--- src/rtl/mux_lut_gate_unit.sv ---
// WIDTH-lane registered gate unit: each lane applies a 4-entry truth table picked by op.
// Optional lane reductions (red_and/red_or/red_xor) are built when LANE_REDUCE_EN is defined.
module mux_lut_gate_unit #(
  parameter int unsigned WIDTH    = 8,
  parameter int unsigned CNT_W    = 16,
  parameter logic [3:0]  LUT_INIT = 4'b0110
) (
  input  logic             clk,
  input  logic             rst,
  input  logic             in_valid,
  output logic             in_ready,
  input  logic [WIDTH-1:0] a,
  input  logic [WIDTH-1:0] b,
  input  logic [2:0]       op,
  input  logic             cfg_we,
  input  logic [3:0]       cfg_lut,
  output logic             out_valid,
  input  logic             out_ready,
  output logic [WIDTH-1:0] y,
  output logic [CNT_W-1:0] op_count
`ifdef LANE_REDUCE_EN
  ,
  output logic             red_and,
  output logic             red_or,
  output logic             red_xor
`endif
);

  typedef enum logic [2:0] {
    OP_AND  = 3'd0,
    OP_OR   = 3'd1,
    OP_NAND = 3'd2,
    OP_NOR  = 3'd3,
    OP_XOR  = 3'd4,
    OP_XNOR = 3'd5,
    OP_NOTA = 3'd6,
    OP_LUT  = 3'd7
  } op_e;

  // Truth tables, bit index = {a,b}.
  localparam logic [3:0] TT_AND  = 4'b1000;
  localparam logic [3:0] TT_OR   = 4'b1110;
  localparam logic [3:0] TT_NAND = 4'b0111;
  localparam logic [3:0] TT_NOR  = 4'b0001;
  localparam logic [3:0] TT_XOR  = 4'b0110;
  localparam logic [3:0] TT_XNOR = 4'b1001;
  localparam logic [3:0] TT_NOTA = 4'b0011;

  localparam logic [CNT_W-1:0] CNT_MAX = {CNT_W{1'b1}};

  logic [3:0]       lut_q;
  logic [3:0]       truth_tbl;
  logic [WIDTH-1:0] y_next;
  logic             accept;

  // Single-entry stage: a slot frees up as soon as the consumer takes it.
  always_comb begin
    in_ready = !out_valid || out_ready;
    accept   = in_valid && in_ready;
  end

  always_comb begin
    // NOTE: give every always_comb output a default first so no path leaves it unassigned (latch).
    truth_tbl = TT_AND;
    case (op_e'(op))
      OP_AND:  truth_tbl = TT_AND;
      OP_OR:   truth_tbl = TT_OR;
      OP_NAND: truth_tbl = TT_NAND;
      OP_NOR:  truth_tbl = TT_NOR;
      OP_XOR:  truth_tbl = TT_XOR;
      OP_XNOR: truth_tbl = TT_XNOR;
      OP_NOTA: truth_tbl = TT_NOTA;
      OP_LUT:  truth_tbl = lut_q;
    endcase
  end

  // Per-lane 4:1 mux over the selected table.
  always_comb begin
    y_next = '0;
    for (int i = 0; i < WIDTH; i++) begin
      y_next[i] = truth_tbl[{a[i], b[i]}];
    end
  end

  // An op 7 accepted in the same cycle as cfg_we sees the old lut_q.
  always_ff @(posedge clk) begin
    // NOTE: sequential state uses non-blocking assignments so all registers update from pre-edge values.
    if (rst) begin
      lut_q <= LUT_INIT;
    end else if (cfg_we) begin
      lut_q <= cfg_lut;
    end
  end

  always_ff @(posedge clk) begin
    if (rst) begin
      out_valid <= 1'b0;
      y         <= '0;
    end else if (accept) begin
      out_valid <= 1'b1;
      y         <= y_next;
    end else if (out_ready) begin
      out_valid <= 1'b0;
    end
  end

  always_ff @(posedge clk) begin
    if (rst) begin
      op_count <= '0;
    end else if (accept && (op_count != CNT_MAX)) begin
      op_count <= op_count + 1'b1;
    end
  end

`ifdef LANE_REDUCE_EN
  always_ff @(posedge clk) begin
    if (rst) begin
      red_and <= 1'b0;
      red_or  <= 1'b0;
      red_xor <= 1'b0;
    end else if (accept) begin
      red_and <= &y_next;
      red_or  <= |y_next;
      red_xor <= ^y_next;
    end
  end
`endif

endmodule
--- config.mk ---
export PLATFORM = sky130hd
export DESIGN_NAME = mux_lut_gate_unit
export DESIGN_NICKNAME = d
export VERILOG_FILES = /design/src/rtl/mux_lut_gate_unit.sv
export SDC_FILE = /design/constraint.sdc
export NUM_CORES = 1
export LEC_CHECK = 0
export BUFFER_PORTS_ARGS = -buffer_cell sky130_fd_sc_hd__buf_2
export CAP_MARGIN = 0
export CORE_MARGIN = 8
export CORE_UTILIZATION = 45
export CTS_CLUSTER_SIZE = 8
export DETAILED_ROUTE_END_ITERATION = 8
export PLACE_DENSITY = 0.72
export SETUP_SLACK_MARGIN = 0.3
export SYNTH_ARGS = -nofsm -noshare
export SYNTH_HDL_FRONTEND = slang
export SYNTH_SLANG_ARGS = --single-unit
export TNS_END_PERCENT = 50
--- constraint.sdc ---
create_clock -name clk -period 2.5 [get_ports clk]
set_input_delay 0.375 -clock clk [delete_from_list [all_inputs] [get_ports clk]]
set_output_delay 0.375 -clock clk [all_outputs]
set_load 0.02 [all_outputs]
==> qor.yml <==
gp_congestion: 0.767
holdCritPathClass: "input pin to flop"
final_max_slew_viol_count: 0
portBuffers: 53
synth_enable_flop_cells: 0
die-area_um2: 5870
yosysWarnings: 0
outcome: "completed"
fin_crit_ns: 1.97
cts_buffers: 5
drive_gt1_frac: 0.282
synthCells: 198
synth_common_cells: "33 x nor2_1, 29 x dfxtp_1, 16 x a21oi_1"
antenna_found_initial: 0
cp_cell_sequence: "ha_1 > and3_1 > and3_1 > a21oi_2 > and4_4 > mux2_4"
cts_resized: 0
avgSynthCellArea_um2: 8.35
setup_violations: 0
clk_pin_slew_ns: 0.06
dr_total_vias: 1634
power_density_nw_per_um2: 512
cts.sinks: 29
die_w_um: 76.6
multiInputGateArea_um2: 1020
drt-initial-drc-count: 80
grt_pass1_wl_um: 6960
synth_cell_type_count: 42
max-cap-violations: 0
clockRootBuffer: "clkbuf_8"
critPathCaptureType: "flop"
start_util: 0.458
fp.coreArea_um2: 3610
die_h_um: 76.6
yosysTopAreaCell: "dfxtp_1"
critPathBufInv: 0
max_freq_mhz: 508
postRouteAntennaNets: 0
cp.required_ns: 2.67
slew_headroom: 0.590
finalNetCount: 280
syn_area_um2: 1650
yosysTopAreaCellShare: 0.351
grt_usage: 0.141
cts_tree: "yes"
leakagePower_uw: 0.000867
fin_crit_sh: 0.788
post_cts_buffers: 0
async_flop_share: 0
max_stage_delay_ns: 0.35
yosys.cell_count.top_type: "nor2_1"
ios: 54
dp_hpwl_um: 3000
arrival_ns: 2.14
drc: 0
nFillCells: 369
total_power_uw: 1040
antenna_cells: 0
crit_type: "flop to flop"
hold_violations: 0
seq_area_um2: 581
hold_buffers: 0
rsz0062_at_grt: "false"
synth_seq_area_share: 0.351
syn_nets: 227
cts-htree-levels: 2
setup_tns_ns: 0
synthTopCellsByArea: "dfxtp_1 35%, nor2_1 7.5%, a21oi_1 4.8%"
num_rows: 22
overflow: 0
first_global_vias: 1596
syn2layout_area_growth_pct: 22.8
grt_max_degree: 34
dr.pass1.iters: 4
crit_slowest_cell: "dfxtp_1"
ys_ff_latch: 29
clk_latency_ns: 0.28
start_kind: "flop"
finClkSkew_ns: 0.00681
clock_path_buffers: 2
path_common_cell: "and3_1"
worstMarginPinSlew_ns: 0.613
wl_um: 4070
ys.flop_type: "dfxtp_1"
worstPathMaxFanout: 5
vias_per_cell: 5.45
ir_worst_vdd_mv: 0.298
path_delay_family: "simple AND/OR/NAND/NOR gates"
routedWlPerCell_um: 13.6
[path summary, 6_finish.rpt]
check / start / to / slack (ns) / depth (start not counted)
hold reg to reg: lut_q[3]$_SDFFE_PP0P_ / lut_q[3]$_SDFFE_PP0P_ / 0.50 / 2
hold / removal: b[5] / y[5]$_SDFFE_PP0P_ / 0.30 / 2
setup / recovery: op_count[0]$_SDFFE_PP0P_ / op_count[3]$_SDFFE_PP0P_ / 0.53 / 6
setup reg to reg: op_count[0]$_SDFFE_PP0P_ / op_count[3]$_SDFFE_PP0P_ / 0.53 / 6
[metrics by stage]
stage	setup slack [ns]	area (um^2)	hold slack (ns)	util	cells
after floorplan	0.566	1650	0.453	-	198
after global placement	0.522	1950	0.485	0.540	292
after detailed placement	0.514	1950	0.492	0.540	292
after CTS	0.534	2030	0.287	0.563	300
after global routing	0.445	2030	0.286	0.563	300
final	0.531	2030	0.296	0.563	300
[power by group]
part           internal [uW]  switching (uW)  total (uW)
sequential               483            13.4         497
combinational           71.7             105         177
clock                    192             173         365
total                    747             291        1040
[layout by cell type, fill, tap and decap left out, types with 5 or more instances in the layout]
cell      synthesis  routed
nand3_1           8       8
nor2b_1           9       9
nand2b_1          9       9
nor2_1           33      33
a311o_1           8       8
dfxtp_1          29      29
xnor2_1           5       5
o211ai_1          8       8
clkbuf_8          0       5
nand2_1           9       9
a211oi_1          8       8
mux2i_1           5       5
buf_2             1      53
a21oi_1          16      16
[kinds of logic (layout without fill, tap and decap cells)]
kind of cell	Yosys count	count (layout)	synth area share
and+or+nand+nor	91	91	0.297
AOI/OAI and AO/OA	52	52	0.227
DFF	29	29	0.351
buffers and inverters	11	65	0.0303
muxes	9	9	0.0598
xor gates and xnor gates	5	5	0.0265
adders and majority gates	1	1	0.00757
[per-layer routing]
layer | vias up | part of all wire | global-route usage
met5 | - | 0 | 0
met4 | 0 | 0.012 | 0.0462
met3 | 6 | 0.069 | 0.0684
met2 | 41 | 0.47 | 0.228
met1 | 750 | 0.45 | 0.157
li1 | 837 | - | -
[layout make-up]
class                   instances  share of cell area
multi-input cells             158               0.504
flip-flops and latches         29               0.286
repair buffers                 54               0.134
clock buffers                   6              0.0358
well taps                      48              0.0296
inverters                       3             0.00555
clock inverters                 2             0.00493
[sequential cells by signal, summed over array words and instances (netlist names)]
register   count
y              8
out_valid      1
op_count      16
lut_q          4
No activity file was read; power rests on OpenSTA's default activity.
